<file path="src/rtl/fwd_pkg.sv">
// Shared encodings for the forwarding / hazard controller: forwarding-select
// codes and the multi-cycle sequencer state type.
package fwd_pkg;

  localparam logic [1:0] FWD_RF    = 2'b00;
  localparam logic [1:0] FWD_EXMEM = 2'b10;
  localparam logic [1:0] FWD_MEMWB = 2'b01;

  typedef enum logic [1:0] {
    StIdle = 2'd0,
    StBusy = 2'd1,
    StDone = 2'd2
  } mc_state_t;

endpackage

</file>
<file path="src/rtl/fwd_hazard_ctrl_if.sv">
// Pipeline-side bundle for fwd_hazard_ctrl. The pipeline is the master
// (drives register addresses and control flags); the controller is the slave.
// Optional macro FWD_WB_BYPASS_EN adds the decode-stage wb_bypass vector.
interface fwd_hazard_ctrl_if #(
  parameter int unsigned AW      = 3,
  parameter int unsigned NUM_SRC = 2,
  parameter int unsigned CNT_W   = 16
);

  logic [NUM_SRC*AW-1:0] ifid_src;
  logic [NUM_SRC-1:0]    ifid_src_vld;
  logic [NUM_SRC*AW-1:0] idex_src;
  logic [NUM_SRC-1:0]    idex_src_vld;
  logic [AW-1:0]         idex_rd;
  logic [AW-1:0]         exmem_rd;
  logic [AW-1:0]         memwb_rd;
  logic                  idex_regWrite;
  logic                  exmem_regWrite;
  logic                  memwb_regWrite;
  logic                  idex_memRead;
  logic                  idex_mc_start;

  logic [NUM_SRC*2-1:0]  fwd_sel;
  logic                  stall;
  logic                  hold_idex;
  logic                  bubble_idex;
  logic                  bubble_exmem;
  logic                  mc_busy;
  logic                  mc_done;
  logic [CNT_W-1:0]      stall_cnt;
`ifdef FWD_WB_BYPASS_EN
  logic [NUM_SRC-1:0]    wb_bypass;
`endif

  modport master (
    output ifid_src, ifid_src_vld, idex_src, idex_src_vld,
    output idex_rd, exmem_rd, memwb_rd,
    output idex_regWrite, exmem_regWrite, memwb_regWrite,
    output idex_memRead, idex_mc_start,
`ifdef FWD_WB_BYPASS_EN
    input  wb_bypass,
`endif
    input  fwd_sel, stall, hold_idex, bubble_idex, bubble_exmem,
    input  mc_busy, mc_done, stall_cnt
  );

  modport slave (
    input  ifid_src, ifid_src_vld, idex_src, idex_src_vld,
    input  idex_rd, exmem_rd, memwb_rd,
    input  idex_regWrite, exmem_regWrite, memwb_regWrite,
    input  idex_memRead, idex_mc_start,
`ifdef FWD_WB_BYPASS_EN
    output wb_bypass,
`endif
    output fwd_sel, stall, hold_idex, bubble_idex, bubble_exmem,
    output mc_busy, mc_done, stall_cnt
  );

endinterface

</file>
<file path="src/rtl/fwd_hazard_ctrl_mc_sequencer.sv">
// Multi-cycle execute sequencer: IDLE -> BUSY (MC_LAT-1 cycles) -> DONE -> IDLE.
// Start requests outside IDLE are ignored so a held instruction cannot retrigger.
module mc_sequencer
  import fwd_pkg::*;
#(
  parameter int unsigned MC_LAT = 4
) (
  input  logic clk,
  input  logic rst_n,
  input  logic start,
  output logic idle,
  output logic busy,
  output logic done
);

  localparam int unsigned CW = (MC_LAT > 2) ? $clog2(MC_LAT) : 1;
  localparam logic [CW-1:0] CntLoad = CW'(MC_LAT - 2);

  mc_state_t     state_q, state_d;
  logic [CW-1:0] cnt_q, cnt_d;

  // State and down-counter registers.
  always_ff @(posedge clk or negedge rst_n) begin
    if (!rst_n) begin
      state_q <= StIdle;
      cnt_q   <= '0;
    end else begin
      state_q <= state_d;
      cnt_q   <= cnt_d;
    end
  end

  // Next state: counter loaded on issue so BUSY lasts exactly MC_LAT-1 cycles.
  always_comb begin
    state_d = state_q;
    cnt_d   = cnt_q;
    unique case (state_q)
      StIdle: begin
        if (start) begin
          state_d = StBusy;
          cnt_d   = CntLoad;
        end
      end
      StBusy: begin
        if (cnt_q == '0) begin
          state_d = StDone;
        end else begin
          cnt_d = cnt_q - CW'(1);
        end
      end
      StDone:  state_d = StIdle;
      default: begin
        state_d = StIdle;
        cnt_d   = '0;
      end
    endcase
  end

  // State decodes; registered because they come straight from state_q.
  always_comb begin
    idle = (state_q == StIdle);
    busy = (state_q == StBusy);
    done = (state_q == StDone);
  end

endmodule

</file>
<file path="src/rtl/fwd_hazard_ctrl.sv">
// Forwarding and hazard controller for the five-stage pipeline: per-operand
// EX forwarding selects, load-use stall/bubble, multi-cycle unit sequencing
// and a saturating stall-cycle counter.
// Optional macro FWD_WB_BYPASS_EN adds the wb_bypass decode write-through vector.
module fwd_hazard_ctrl
  import fwd_pkg::*;
#(
  parameter int unsigned AW      = 3,
  parameter int unsigned NUM_SRC = 2,
  parameter int unsigned MC_LAT  = 4,
  parameter int unsigned CNT_W   = 16
) (
  input logic              clk,
  input logic              rst_n,
  fwd_hazard_ctrl_if.slave bus
);

  logic [NUM_SRC*2-1:0] fwd_sel_raw;
  logic [NUM_SRC-1:0]   lu_match;
  logic                 mc_idle, mc_busy, mc_done;
  logic                 load_use;
  logic                 stall;
  logic [CNT_W-1:0]     stall_cnt_q;

  for (genvar i = 0; i < NUM_SRC; i++) begin : g_src
    logic [AW-1:0] ex_src;
    logic [AW-1:0] id_src;
    logic [1:0]    sel;
    assign ex_src = bus.idex_src[i*AW +: AW];
    assign id_src = bus.ifid_src[i*AW +: AW];

    // EX/MEM holds the younger result, so it wins over MEM/WB. R0 is forwarded too.
    always_comb begin
      sel = FWD_RF;
      if (bus.idex_src_vld[i]) begin
        if (bus.exmem_regWrite && (bus.exmem_rd == ex_src)) begin
          sel = FWD_EXMEM;
        end else if (bus.memwb_regWrite && (bus.memwb_rd == ex_src)) begin
          sel = FWD_MEMWB;
        end
      end
    end

    assign fwd_sel_raw[i*2 +: 2] = sel;
    assign lu_match[i] = bus.ifid_src_vld[i] && (id_src == bus.idex_rd);

`ifdef FWD_WB_BYPASS_EN
    assign bus.wb_bypass[i] = rst_n && bus.memwb_regWrite && bus.ifid_src_vld[i]
                              && (bus.memwb_rd == id_src);
`endif
  end

  mc_sequencer #(
    .MC_LAT (MC_LAT)
  ) u_mc_sequencer (
    .clk   (clk),
    .rst_n (rst_n),
    .start (bus.idex_mc_start),
    .idle  (mc_idle),
    .busy  (mc_busy),
    .done  (mc_done)
  );

  // Combinational outputs; forced low while reset is asserted.
  always_comb begin
    load_use = rst_n && mc_idle && bus.idex_memRead && bus.idex_regWrite && (|lu_match);
    stall    = mc_busy || load_use;

    bus.fwd_sel      = rst_n ? fwd_sel_raw : '0;
    bus.stall        = stall;
    bus.hold_idex    = mc_busy;
    bus.bubble_idex  = load_use;
    bus.bubble_exmem = mc_busy;
    bus.mc_busy      = mc_busy;
    bus.mc_done      = mc_done;
    bus.stall_cnt    = stall_cnt_q;
  end

  // Saturating count of stalled cycles.
  always_ff @(posedge clk or negedge rst_n) begin
    if (!rst_n) begin
      stall_cnt_q <= '0;
    end else if (stall && (stall_cnt_q != '1)) begin
      stall_cnt_q <= stall_cnt_q + CNT_W'(1);
    end
  end

endmodule
</file>
<file path="src/flat_wrapper.sv">
// flat-port wrapper written by rule: the top's interface ports become plain ports
module fwd_hazard_ctrl_flat import fwd_pkg::*;
#(
  parameter int unsigned AW      = 3,
  parameter int unsigned NUM_SRC = 2,
  parameter int unsigned MC_LAT  = 4,
  parameter int unsigned CNT_W   = 16
)
  (clk, rst_n, bus_ifid_src, bus_ifid_src_vld, bus_idex_src, bus_idex_src_vld, bus_idex_rd, bus_exmem_rd, bus_memwb_rd, bus_idex_regWrite, bus_exmem_regWrite, bus_memwb_regWrite, bus_idex_memRead, bus_idex_mc_start, bus_fwd_sel, bus_stall, bus_hold_idex, bus_bubble_idex, bus_bubble_exmem, bus_mc_busy, bus_mc_done, bus_stall_cnt);
  fwd_hazard_ctrl_if #(.AW(AW), .NUM_SRC(NUM_SRC), .CNT_W(CNT_W)) bus_i ();
  input logic clk;
  input logic rst_n;
  input wire logic [$bits(bus_i.ifid_src)-1:0] bus_ifid_src;
  input wire logic [$bits(bus_i.ifid_src_vld)-1:0] bus_ifid_src_vld;
  input wire logic [$bits(bus_i.idex_src)-1:0] bus_idex_src;
  input wire logic [$bits(bus_i.idex_src_vld)-1:0] bus_idex_src_vld;
  input wire logic [$bits(bus_i.idex_rd)-1:0] bus_idex_rd;
  input wire logic [$bits(bus_i.exmem_rd)-1:0] bus_exmem_rd;
  input wire logic [$bits(bus_i.memwb_rd)-1:0] bus_memwb_rd;
  input wire logic [$bits(bus_i.idex_regWrite)-1:0] bus_idex_regWrite;
  input wire logic [$bits(bus_i.exmem_regWrite)-1:0] bus_exmem_regWrite;
  input wire logic [$bits(bus_i.memwb_regWrite)-1:0] bus_memwb_regWrite;
  input wire logic [$bits(bus_i.idex_memRead)-1:0] bus_idex_memRead;
  input wire logic [$bits(bus_i.idex_mc_start)-1:0] bus_idex_mc_start;
  output wire logic [$bits(bus_i.fwd_sel)-1:0] bus_fwd_sel;
  output wire logic [$bits(bus_i.stall)-1:0] bus_stall;
  output wire logic [$bits(bus_i.hold_idex)-1:0] bus_hold_idex;
  output wire logic [$bits(bus_i.bubble_idex)-1:0] bus_bubble_idex;
  output wire logic [$bits(bus_i.bubble_exmem)-1:0] bus_bubble_exmem;
  output wire logic [$bits(bus_i.mc_busy)-1:0] bus_mc_busy;
  output wire logic [$bits(bus_i.mc_done)-1:0] bus_mc_done;
  output wire logic [$bits(bus_i.stall_cnt)-1:0] bus_stall_cnt;
  assign bus_i.ifid_src = bus_ifid_src;
  assign bus_i.ifid_src_vld = bus_ifid_src_vld;
  assign bus_i.idex_src = bus_idex_src;
  assign bus_i.idex_src_vld = bus_idex_src_vld;
  assign bus_i.idex_rd = bus_idex_rd;
  assign bus_i.exmem_rd = bus_exmem_rd;
  assign bus_i.memwb_rd = bus_memwb_rd;
  assign bus_i.idex_regWrite = bus_idex_regWrite;
  assign bus_i.exmem_regWrite = bus_exmem_regWrite;
  assign bus_i.memwb_regWrite = bus_memwb_regWrite;
  assign bus_i.idex_memRead = bus_idex_memRead;
  assign bus_i.idex_mc_start = bus_idex_mc_start;
  assign bus_fwd_sel = bus_i.fwd_sel;
  assign bus_stall = bus_i.stall;
  assign bus_hold_idex = bus_i.hold_idex;
  assign bus_bubble_idex = bus_i.bubble_idex;
  assign bus_bubble_exmem = bus_i.bubble_exmem;
  assign bus_mc_busy = bus_i.mc_busy;
  assign bus_mc_done = bus_i.mc_done;
  assign bus_stall_cnt = bus_i.stall_cnt;
  fwd_hazard_ctrl #(.AW(AW), .NUM_SRC(NUM_SRC), .MC_LAT(MC_LAT), .CNT_W(CNT_W)) u_core (.clk(clk), .rst_n(rst_n), .bus(bus_i));
endmodule
</file>
<file path="config.mk">
export PLATFORM = sky130hd
export DESIGN_NAME = fwd_hazard_ctrl_flat
export DESIGN_NICKNAME = d
export VERILOG_FILES = /design/src/rtl/fwd_pkg.sv /design/src/rtl/fwd_hazard_ctrl_if.sv /design/src/rtl/fwd_hazard_ctrl_mc_sequencer.sv /design/src/rtl/fwd_hazard_ctrl.sv /design/src/flat_wrapper.sv
export SDC_FILE = /design/constraint.sdc
export NUM_CORES = 1
export LEC_CHECK = 0
export ABC_AREA = 0
export CAP_MARGIN = 20
export CORE_MARGIN = 2
export CORE_UTILIZATION = 31
export DETAILED_ROUTE_END_ITERATION = 8
export MAX_ROUTING_LAYER = met4
export PLACE_DENSITY = 0.63
export REMOVE_ABC_BUFFERS = 1
export SKIP_CTS_REPAIR_TIMING = 1
export SYNTH_ARGS = -nofsm -noshare
export SYNTH_HDL_FRONTEND = slang
export SYNTH_HIERARCHICAL = 1
export SYNTH_SLANG_ARGS = --single-unit
</file>
<file path="constraint.sdc">
create_clock -name clk -period 1.7 [get_ports clk]
set_input_delay 0.34 -clock clk [delete_from_list [all_inputs] [get_ports clk]]
set_output_delay 0.34 -clock clk [all_outputs]
set_load 0.02 [all_outputs]
</file>
# Yosys cells after proc, flatten, opt, wreduce, memory -nomap -nowiden
# Cells that the tools add are included.
totals:
  reg_bits: 20
  word_cells: 48
  output_inout_bits: 26
  inputBits: 32
op_classes:
  muxes: 13
  n_reduce_logical: 17
  bitwise: 1
  n_addsub: 2
  n_eq_ne: 12
ops:
  columns: ["operator", "count"]
  rows:
  - ["3-bit == test", 6]
  - ["16-bit by 1-bit adder with 16-bit output (second input constant)", 1]
  - ["2-bit two-way mux", 8]
  - ["16-bit inequality test (second input constant)", 1]
  - ["1-bit logical AND", 11]
  - ["2-bit inequality test (second input constant)", 3]
  - ["2-bit case mux with 3 select lines", 1]
  - ["2-bit logical NOT", 2]
  - ["4-bit two-way mux", 1]
  - ["2-bit case mux with 2 select lines", 1]
  - ["3-bit AND reduction", 1]
  - ["2-bit by 1-bit == test with 1-bit output (second input constant)", 1]
  - ["2-bit == test (second input constant)", 1]
  - ["1-bit two-way mux", 2]
  - ["2-bit AND reduction", 1]
  - ["2-bit OR reduction", 1]
  - ["2-bit by 1-bit subtractor with 2-bit output (second input constant)", 1]
  - ["1-bit logical OR", 1]
  - ["1-bit NOT", 1]

# Depth between registers and ports, before layout
# Gate-level depths: netlist of run 1.
depth:
  word_depth: 7
  depth_mapped: 6
  mapped_depth_nobuf: 6

# Cells and area by module
# The synthesis of run 1 kept the hierarchy.
by_module_without_submodules:
  columns: ["module", "cells_per_inst", "area_per_inst_um2", "n_inst", "seq_area_each_um2"]
  rows:
  - ["fwd_hazard_ctrl", 116, 1131.1, 1, 400.4]
  - ["mc_sequencer", 22, 219.0, 1, 100.1]

# Least setup slack after synthesis of run 1
# OpenSTA, ideal clock, no wires.
synth_timing:
  path_type: "register -> register"
  from: "register u_core.stall_cnt_q[0] (netlist: u_core/bus.stall_cnt[0])"
  to: "register u_core.stall_cnt_q[1] (netlist: u_core/bus.stall_cnt[1])"
  period_less_slack_ns: 1.872
  setup_ns: 0.125
  required_ns: 1.575
  setup_slack_ns: -0.172
  t_arrival_ns: 1.747
  stages_incl_launch_ff: 7
  path_buffers: 0
  path_cell_list: "dfrtp_1 > ha_1 > nand4_1 > nor2_1 > nand2_1 > o21ai_2 > mux2_2"
synth_via:
  elab_chain_len: 2
  elab_cells_between_ends: 3
  classes_between: "add/sub (1); eq/ne (1); reduce/logical (1)"
synth_lines:
  columns: ["item", "line", "rtl"]
  rows:
  - ["start: declaration", "fwd_hazard_ctrl.sv:23", "logic [CNT_W-1:0] stall_cnt_q;"]
  - ["start signal: assignment", "fwd_hazard_ctrl.sv:84", "stall_cnt_q <= stall_cnt_q + CNT_W'(1);"]
  - ["parallel branches: the longest is 2 deep, another holds 16-bit by 1-bit adder with 16-bit output", null, null]
# Several ways; the timed one is not identified.
# A chain may end at the register's enable or synchronous reset.

# Worst setup path in the final report of run 1
layout_timing:
  from: "input port bus_ifid_src_vld[0]"
  to: "output port bus_stall"
layout_via:
  elab_chain_len: 4
layout_lines:
  columns: ["item", "line", "rtl"]
  rows:
  - ["start: declaration", "flat_wrapper.sv:14", "input wire logic [$bits(bus_i.ifid_src_vld)-1:0] bus_ifid_src_vld;"]
  - ["1-bit logical AND", "fwd_hazard_ctrl.sv:45", "assign lu_match[i] = bus.ifid_src_vld[i] && (id_src == bus.idex_rd);"]
  - ["2-bit OR reduction", "fwd_hazard_ctrl.sv:66", "load_use = rst_n && mc_idle && bus.idex_memRead && bus.idex_regWrite && (|lu_match);"]
  - ["1-bit logical AND", "fwd_hazard_ctrl.sv:66", null]
  - ["1-bit logical OR", "fwd_hazard_ctrl.sv:67", "stall = mc_busy || load_use;"]
  - ["end: declaration", "flat_wrapper.sv:26", "output wire logic [$bits(bus_i.stall)-1:0] bus_stall;"]
# Every way passes these cells.

==> results of run 1 <==
==> flip-flops by register name, summed over array words and instances (netlist names) <==
register                       cells
u_core/u_mc_sequencer/state_q      2
u_core/u_mc_sequencer/cnt_q        2
u_core/bus.stall_cnt              16
==> through the flow <==
| stage | hold WS (ns) | util | cell area, um^2 | setup WS [ns] | power (mW) |
|---|---|---|---|---|---|
| finish | 0.227 | 0.574 | 2350 | -0.0675 | 2.64 |
| global route | 0.234 | 0.574 | 2350 | -0.101 | 2.81 |
| global placement | 0.488 | 0.518 | 2120 | -0.754 | 2.11 |
| CTS | 0.512 | 0.536 | 2190 | -0.791 | 2.66 |
| detailed placement | 0.500 | 0.518 | 2120 | -0.774 | 2.16 |
| floorplan | 0.0444 | - | 1320 | -0.173 | 1.47 |
==> power by group <==
| part | total [mW] | internal, mW | switching (mW) | leakage, nW |
|---|---|---|---|---|
| Combinational | 1.42 | 0.726 | 0.698 | 1.11 |
| Clock | 0.489 | 0.314 | 0.174 | 0.0357 |
| Sequential | 0.731 | 0.603 | 0.128 | 0.261 |
==> layout by cell type (no fill, tap or decap), types with 2 or more instances in the layout <==
master and n:
dlymetal6s2s_1 43, clkbuf_8 3, nor2_1 9, nand2_1 16
and2b_2 2, clkdlybuf4s50_1 8, o2111ai_1 3, xor2_1 6
nand4_1 10, xnor2_2 2, o21ai_0 3, dfrtp_1 20
nand3_1 2, xnor2_1 19, o211ai_1 5, buf_2 2
o21ai_2 2, nor3_1 2, inv_1 4, buf_6 4
mux2_2 7, and3_1 2, buf_4 24
==> worst max-delay path: stages <==
cell	delay (ns)
clkdlybuf4s50_1	0.47
nand4_1	0.15
a21oi_4	0.21
or2_2	0.13
buf_4	0.13
==> metal layers <==
layer | routed length [um] | vias to the layer above | track usage
met5 | 0 | - | -
met4 | 0 | 0 | 0.0192
met3 | 135 | 0 | 0.0231
met2 | 2100 | 31 | 0.283
met1 | 1700 | 648 | 0.195
li1 | - | 650 | -
==> worst min path at each step <==
stage               depth (start not counted)  slack [ns]                       end
global placement                            1        0.49  u_core/bus.stall_cnt[15]
global route                                2        0.23   u_core/bus.stall_cnt[0]
CTS                                         1        0.51  u_core/bus.stall_cnt[15]
floorplan                                   0        0.04   u_core/bus.stall_cnt[0]
finish                                      2        0.23   u_core/bus.stall_cnt[0]
detailed placement                          1        0.50  u_core/bus.stall_cnt[15]
==> logic make-up after synthesis <==
family                   Yosys count
adder cells (fa/ha/maj)            2
buffers and inverters              8
XOR/XNOR                          27
AO/OA/AOI/OAI                     20
AND/OR/NAND/NOR                   52
multiplexers                       9
flip-flops                        20
==> layout make-up <==
type / count / area [um^2] / share of cell area
sequential: 20 / 500 / 0.213
multi-input combinational: 110 / 843 / 0.359
inverter: 4 / 15.0 / 0.00640
clock inverter: 1 / 30.0 / 0.0128
timing repair buffer: 81 / 853 / 0.364
tap: 50 / 62.6 / 0.0267
clock buffer: 3 / 41.3 / 0.0176
==> key figures, run 1 <==
Status
  – Status: finished, violations left
  – Failing checks: setup timing

Synthesis
  – Biggest area consumer among synthesized cells: dfrtp_1
  – Ranking of synthesized cells by area: dfrtp_1 (37%), xnor2_1 (14%), mux2_2 (5.8%)
  – Gate Count Post-Synth: between 100 and 150
  – Most frequent cell after synthesis: xnor2_1
  – Number of synthesized flops with an enable pin: 0
  – Post-synth top area share: 0.371
  – Simple-Gate Fraction of Synth Area: 0.196
  – Post-synth cell types: 33
  – Largest family of logic cells by synthesized area: simple AND/OR/NAND/NOR gates
  – Synthesized flop and latch total: 20
  – Post-Synth XOR/XNOR Area: 0.175
  – Syn avg cell area: approximately 9.8 um^2
  – Sequential cell area fraction in the yosys report: 0.371
  – Main synth FF type: dfrtp_1
  – Synth Area in Adders: 0.0185
  – Post-synth ARST share: 1.00
  – Yosys warnings: 6
  – Post-synthesis compound-gate area fraction: 0.128
  – Post-Syn Area: approximately 0.0014 mm^2
  – Synth cell count leaders: xnor2_1 (21), dfrtp_1 (20), nand2_1 (17)
  – Mux share of post-synthesis cell area: 0.0769

STA
  – # setup viols final: 3
  – Relative slew slack: 0.724
  – Period utilisation layout: 1.04
  – Max Freq: 0.566 GHz
  – Min Tclk post-route: 1.77 ns
  – Slew at the pin closest to its max-slew limit: 0.413 ns
  – Fin Setup TNS: -0.157 ns
  – Hold Violations, Final: 0
  – PnR worst setup slack: -0.0675 ns
  – RSZ-0062 raised after global routing: yes
  – Worst Skew: about 0.0043 ns
  – Slew Limit Fails: 0

Critical path
  – Worst setup SP type: input pin
  – R2R Setup Slk: around 0.030 ns
  – Reg2Reg Depth: 5
  – Crit-path max FO: 3
  – Crit path DAT: ~1.4 ns
  – CP endpoint kind: output port
  – Reg2Reg Capture Point: u_core/bus.stall_cnt[11]
  – Worst r2r src: u_core/bus.stall_cnt[1]
  – Critical path origin: bus_ifid_src_vld[0]
  – Req. time, crit path: 1.36 ns
  – Setup Crit Path Kind: input pin to output port
  – CP endpoint: bus_stall

Cells and area
  – Area grow syn2layout: 73.8%
  – Final Net Count: 254
  – Share of cells above drive strength 1: 0.265
  – N_diodes: 0
  – Fill cell count: roughly 360
  – Final Instance Count excl. Fillers: 269

Clock network
  – Reg clk slew, reported paths: about 0.080 ns
  – H-tree depth: 1
  – CTS tree: built
  – Total CTS buffers: 3
  – Insertion delay to the later sink of the worst-skew pair: 0.26 ns
  – Clk sinks: 20
  – Clock tree root driver cell: clkbuf_8
  – CTS Buffer Depth: 2

Die
  – Die area: about 0.005 mm^2
  – Cell Rows: 23
  – Die height: 70.0 um
  – Starting density of the core: 0.330
  – I/O pins: 58
  – Core area: 0.00409 mm^2
  – Die Span X: between 60 and 70 um

Global routing
  – Initial antenna violation count: 0
  – Total gr overflow: 0
  – Vias in the first global route: between 1000 and 1500
  – Largest net degree at the start of global routing: 18
  – GRT Total Usage: 0.158
  – First-pass GRT wire length: between 6 and 7 mm

Drt
  – DRT Wirelength: 3.93 mm
  – Avg Vias per Cell: ~4.9
  – DRT iter0 DRCs: 57
  – Vias: 1329
  – DRT Pass-1 Iters: 6
  – Antenna Nets Post-Route: 0
  – Average routed wire per standard cell: 14.6 um
  – # DRC: 0

Place
  – Final Wtd Congestion: 0.854
  – Placed Cells: around 260
  – Port Buffers: 57
  – Hpwl dp: a little over 3 mm

Pwr
  – Max VDD drop: approximately 0.0012 V
  – Lkg Pwr: 1.41 nW
  – Pwr Density: roughly 1100 mW/mm^2

Flow run
  – Maxcap violations: 0

Worst hold path
  – Hold Crit Class: input pin to async pin
No activity file was read; power rests on OpenSTA's default activity.
==> run 2, diff against run 1 <==
Settings changed: PLACE_DENSITY 0.63 to 0.6.
==> run 2 against run 1 <==
Against the previous run: the run still ends with setup timing left; via count fell by 1.8%; global-route usage decreased by 0.18 points; wire length decreased by 1.6%; worst setup slack better by 0.019 ns; die area is the same; design area down 2.0%; register-to-register slack gained 0.06 ns; cell count down 0.74%; power down 5.9%; first-iteration DRC count down 21%; sequential cell count unchanged; critical endpoint unchanged; highest routed layer is now met4.
==> key figures, run 2 (same netlist as run 1, synthesis figures left out) <==
Drt
  – DRT Pass-1 Iters: 4 (-2)
  – Avg Vias per Cell: 4.89 (-1.1%)
  – Met2 wire len: 2.05 mm (-2.3%)
  – DRT Wirelength: 3.87 mm (-1.6%)
  – # DRC: 0 (unchanged)
  – Met3 WL: 142 um (+5.2%)
  – Vias: 1305 (-1.8%)
  – Average routed wire per standard cell: 14.5 um (-0.84%)
  – Antenna Nets Post-Route: 0 (unchanged)
  – Top sig layer: met4
  – Met1 Wirelength: 1.67 mm (-1.9%)
  – DRT iter0 DRCs: 45 (-21%)

Worst hold path
  – Hold Crit Class: input pin to async pin

Pwr
  – Lkg Pwr: 1.38 nW (-2.1%)
  – Max VDD drop: 0.00137 V (+9.8%)
  – Overall Power: 2.49 mW (-5.9%)
  – Pwr Density: 1080 mW/mm^2 (-4.0%)

Clock network
  – CTS tree: built
  – Clk sinks: 20 (unchanged)
  – Clock tree root driver cell: clkbuf_8
  – H-tree depth: 1 (unchanged)
  – Insertion delay to the later sink of the worst-skew pair: 0.26 ns (about the same)
  – Total CTS buffers: 3 (unchanged)
  – Reg clk slew, reported paths: 0.08 ns (about the same)
  – CTS Buffer Depth: 2 (unchanged)

Die
  – Cell Rows: 23 (unchanged)
  – Die Span X: 70.0 um (unchanged)
  – I/O pins: 58 (unchanged)
  – Starting density of the core: 0.330 (unchanged)
  – Core area: 0.00409 mm^2 (unchanged)
  – Die area: 0.00490 mm^2 (unchanged)
  – Die height: 70.0 um (unchanged)

Place
  – Hpwl dp: 3.02 mm (-3.0%)
  – Final Wtd Congestion: 0.832 (-2.6%)
  – Port Buffers: 57 (unchanged)
  – Worst slack at placement: -0.741 ns (+0.0333 ns)
  – Placed cell areas: 0.00211 mm^2 (-0.35%)

Critical path
  – Req. time, crit path: 1.36 ns (about the same)
  – Setup Crit Path Kind: input pin to output port
  – CP endpoint kind: output port
  – Worst setup SP type: input pin
  – Crit-path max FO: 3 (unchanged)
  – Crit path DAT: 1.41 ns (-0.02 ns)

STA
  – Min Tclk post-route: 1.75 ns (-0.0195 ns)
  – RSZ-0062 raised after global routing: yes
  – Worst Skew: 0.00757 ns (+0.00323 ns)
  – Max Freq: 0.572 GHz (+1.1%)
  – Slew at the pin closest to its max-slew limit: 0.376 ns (-0.0373 ns)
  – Slew Limit Fails: 0 (unchanged)
  – # setup viols final: 3 (unchanged)
  – Hold Violations, Final: 0 (unchanged)
  – PnR worst setup slack: -0.0480 ns (+0.0195 ns)
  – Period utilisation layout: 1.03 (-0.0115)
  – Relative slew slack: 0.749 (+0.0248)
  – Fin Setup TNS: -0.0948 ns (+0.0623 ns)

Cells and area
  – Final Net Count: 252 (-0.79%)
  – Final Core Density: 0.563 (-0.0113)
  – Fill cell count: 362 (+0.28%)
  – Area grow syn2layout: 70.3%
  – Share of cells above drive strength 1: 0.244 (-0.0206)
  – Most common cell after layout, fill and taps aside: dlymetal6s2s_1
  – Leading cell types in the layout, fill and taps excluded: dlymetal6s2s_1 (43), buf_4 (22), xnor2_1 (21)
  – Max reg flops: 16 (unchanged)
  – N_diodes: 0 (unchanged)
  – Final instance area: 0.00230 mm^2 (-2.0%)

Global routing
  – First-pass GRT wire length: 6.24 mm (-1.7%)
  – GRT Total Usage: 0.156 (-0.00181)
  – Total gr overflow: 0 (unchanged)
  – Vias in the first global route: 1335 (-2.3%)
  – Largest net degree at the start of global routing: 18 (unchanged)
  – Initial antenna violation count: 0 (unchanged)

Status
  – Failing checks: setup timing
  – Status: finished, violations left

Flow run
  – Maxcap violations: 0 (unchanged)
[run 2: worst paths after layout]
path                                                 end                              from  cells after the start  slack, ns
worst max-delay path                           bus_stall               bus_ifid_src_vld[1]                      5      -0.05
worst min-delay path            u_core/bus.stall_cnt[13]                             rst_n                      2       0.22
worst max register to register   u_core/bus.stall_cnt[4]  u_core/u_mc_sequencer/state_q[0]                      5       0.09
worst min register to register  u_core/bus.stall_cnt[15]          u_core/bus.stall_cnt[15]                      1       0.51
max in group asynchronous        u_core/bus.stall_cnt[1]                             rst_n                      2       1.31
min in group clk                u_core/bus.stall_cnt[15]          u_core/bus.stall_cnt[15]                      1       0.51
[run 2: area by class of cell]
class / count / area, um^2 / share of cell area
clock buffers: 4 / 55.1 / 0.0239
inverters: 4 / 15.0 / 0.00653
multi-input cells: 110 / 822 / 0.357
flip-flops and latches: 20 / 500 / 0.218
well taps: 50 / 62.6 / 0.0272
repair buffers: 79 / 845 / 0.367
[run 2: worst max-delay path: stages]
cell	delay [ns]
clkdlybuf4s50_1	0.46
nand4_1	0.15
a21oi_4	0.20
or2_2	0.14
buf_4	0.13
[run 2: stage by stage]
step                      hold WS, ns  instances
after floorplan                0.0444        134
after global placement          0.491        262
after detailed placement        0.505        262
after CTS                       0.517        266
after global routing            0.242        267
final                           0.218        267
[run 2: power breakdown]
| part | internal, mW | leakage, nW | switching, mW |
|---|---|---|---|
| logic | 0.706 | 1.09 | 0.681 |
| clock network | 0.206 | 0.0288 | 0.165 |
| registers | 0.603 | 0.261 | 0.128 |
| total | 1.51 | 1.38 | 0.974 |
[run 2: metal layers]
layer  vias up  GRT usage
li1        649          -
met1       622      0.201
met2        32      0.269
met3         2     0.0274
met4         0     0.0128
met5         -          -
==> run 3, diff against run 2 <==
Settings changed: CTS_BUF_LIST from default to sky130_fd_sc_hd__clkbuf_16.
==> run 3 against run 2 <==
Against the previous run: the run still ends with setup timing left; critical path depth unchanged; via count down 0.54%; sequential power about the same; register-to-register slack about the same; core utilization up 0.52 points; sequential share of layout area down 0.20 points; non-clock buffer count unchanged; combinational power about the same; wire length down 1.1%; worst hold slack worse by 0.013 ns; critical path type unchanged; critical endpoint unchanged; largest power group unchanged.
==> key figures, run 3 (same netlist as run 1, synthesis figures left out) <==
Pwr
  – Clk pwr share: 0.189 (+0.040)
  – Combinational power share: 0.531 (-0.026)
  – Part of the power in registers: 0.280 (-0.014)
  – Lkg Pwr: 1.31 nW (-4.7%)
  – Max VDD drop: 0.00123 V (-10%)
  – Pwr Density: 1130 mW/mm^2 (+4.2%)
  – Internal: 1.63 mW (+7.4%)
  – Net Sw Frac: 0.378 (-0.0132)
  – Net switching power: 0.989 mW (+1.6%)
  – Overall Power: 2.62 mW (+5.1%)

Global routing
  – GRT Total Usage: 0.159 (+0.00247)
  – Vias in the first global route: 1331 (-0.30%)
  – Initial antenna violation count: 0 (unchanged)
  – Total gr overflow: 0 (unchanged)
  – First-pass GRT wire length: 6.25 mm (+0.22%)
  – Largest net degree at the start of global routing: 18 (unchanged)

Critical path
  – Reg2Reg Capture Point: u_core/bus.stall_cnt[4]
  – Crit path DAT: 1.41 ns (about the same)
  – Crit-path max FO: 3 (unchanged)
  – CP endpoint: bus_stall
  – Req. time, crit path: 1.36 ns (about the same)
  – Worst r2r src: u_core/u_mc_sequencer/state_q[0]
  – Critical path origin: bus_ifid_src_vld[1]
  – Worst setup SP type: input pin
  – R2R Setup Slk: 0.09 ns (about the same)
  – CP endpoint kind: output port
  – Setup Crit Path Kind: input pin to output port
  – Reg2Reg Depth: 5 (unchanged)

STA
  – Hold Violations, Final: 0 (unchanged)
  – Relative slew slack: 0.752 (+0.00318)
  – Min Tclk post-route: 1.75 ns (-0.000541 ns)
  – PnR worst setup slack: -0.0474 ns (+0.000541 ns)
  – Slew at the pin closest to its max-slew limit: 0.371 ns (-0.00478 ns)
  – # setup viols final: 2 (-1)
  – Slew Limit Fails: 0 (unchanged)
  – RSZ-0062 raised after global routing: yes
  – Hold Slack: 0.205 ns (-0.0129 ns)
  – Period utilisation layout: 1.03 (about the same)
  – Worst Skew: 0.00624 ns (-0.00133 ns)
  – Max Freq: 0.572 GHz (about the same)

Die
  – Cell Rows: 23 (unchanged)
  – Starting density of the core: 0.330 (unchanged)
  – Core area: 0.00409 mm^2 (unchanged)
  – I/O pins: 58 (unchanged)
  – Die area: 0.00490 mm^2 (unchanged)
  – Die height: 70.0 um (unchanged)
  – Die Span X: 70.0 um (unchanged)

Drt
  – Vias: 1298 (-0.54%)
  – DRT Wirelength: 3.82 mm (-1.1%)
  – DRT iter0 DRCs: 46 (+2.2%)
  – # DRC: 0 (unchanged)
  – Antenna Nets Post-Route: 0 (unchanged)
  – Avg Vias per Cell: 4.86 (-0.54%)
  – Average routed wire per standard cell: 14.3 um (-1.1%)
  – DRT Pass-1 Iters: 4 (unchanged)

Clock network
  – CTS Buffer Depth: 2 (unchanged)
  – H-tree depth: 1 (unchanged)
  – Clock tree root driver cell: clkbuf_16
  – Reg clk slew, reported paths: 0.06 ns (-0.02 ns)
  – Clk sinks: 20 (unchanged)
  – Insertion delay to the later sink of the worst-skew pair: 0.25 ns (about the same)
  – CTS tree: built
  – Total CTS buffers: 3 (unchanged)

Cells and area
  – Most common cell after layout, fill and taps aside: dlymetal6s2s_1
  – Final Core Density: 0.568 (+0.00520)
  – Area grow syn2layout: 71.9%
  – Max reg flops: 16 (unchanged)
  – Share of cells above drive strength 1: 0.244 (unchanged)
  – Final Instance Count excl. Fillers: 267 (unchanged)
  – Leading cell types in the layout, fill and taps excluded: dlymetal6s2s_1 (39), buf_4 (22), xnor2_1 (21)
  – N_diodes: 0 (unchanged)
  – Final Net Count: 252 (unchanged)

Place
  – Final Wtd Congestion: 0.832 (unchanged)
  – Port Buffers: 57 (unchanged)
  – Placed Cells: 262 (unchanged)
  – Hpwl dp: 3.02 mm (unchanged)

Worst hold path
  – Hold Crit Class: input pin to async pin

Status
  – Status: finished, violations left
  – Failing checks: setup timing

Flow run
  – Maxcap violations: 0 (unchanged)
==> run 3: final cells by class <==
class                           instances  area (um^2)
Inverter                                4         15.0
Fill cell                             361         1770
Sequential cell                        20          500
Clock buffer                            3         75.1
Multi-Input combinational cell        110          830
Timing Repair Buffer                   79          835
Clock inverter                          1         3.75
Tap cell                               50         62.6
==> run 3: layer usage <==
metal  wire length [um]  global-route usage  up-vias
met3                120              0.0317        2
met4                 16              0.0256        0
met2               2000               0.266       24
met1               1690               0.203      624
met5                  0                   -        -
li1                   -                   -      648
==> run 3: metrics by stage <==
step / instance area (um^2) / setup WS, ns / TNS (ns)
floorplan: 1320 / -0.173 / -0.173
global placement: 2110 / -0.715 / -9.23
detailed placement: 2110 / -0.741 / -9.79
CTS: 2190 / -0.744 / -6.48
global route: 2320 / -0.0875 / -0.144
finish: 2320 / -0.0474 / -0.0553
==> run 3: critical path, stage by stage <==
cell and delay (ns):
clkdlybuf4s50_1 0.46, nand4_1 0.14, a21oi_4 0.20, or2_2 0.14, buf_4 0.13
==> run 3: power groups by stage <==
stage	sequential, mW	clock (mW)	combinational, mW
2_1_floorplan	0.831	0	0.635
3_3_place_gp	0.728	0	1.38
3_5_place_dp	0.736	0	1.40
4_1_cts	0.729	0.504	1.42
5_1_grt	0.760	0.533	1.50
6_report	0.733	0.495	1.39
==> run 3: worst min-delay path by stage <==
stage	slack, ns	endpoint	startpoint
after floorplan	0.04	u_core/bus.stall_cnt[0]	rst_n
after global placement	0.49	u_core/bus.stall_cnt[15]	u_core/bus.stall_cnt[15]
after detailed placement	0.51	u_core/bus.stall_cnt[15]	u_core/bus.stall_cnt[15]
after CTS	0.51	u_core/bus.stall_cnt[15]	u_core/bus.stall_cnt[15]
after global routing	0.25	u_core/bus.stall_cnt[15]	rst_n
final	0.21	u_core/bus.stall_cnt[13]	rst_n
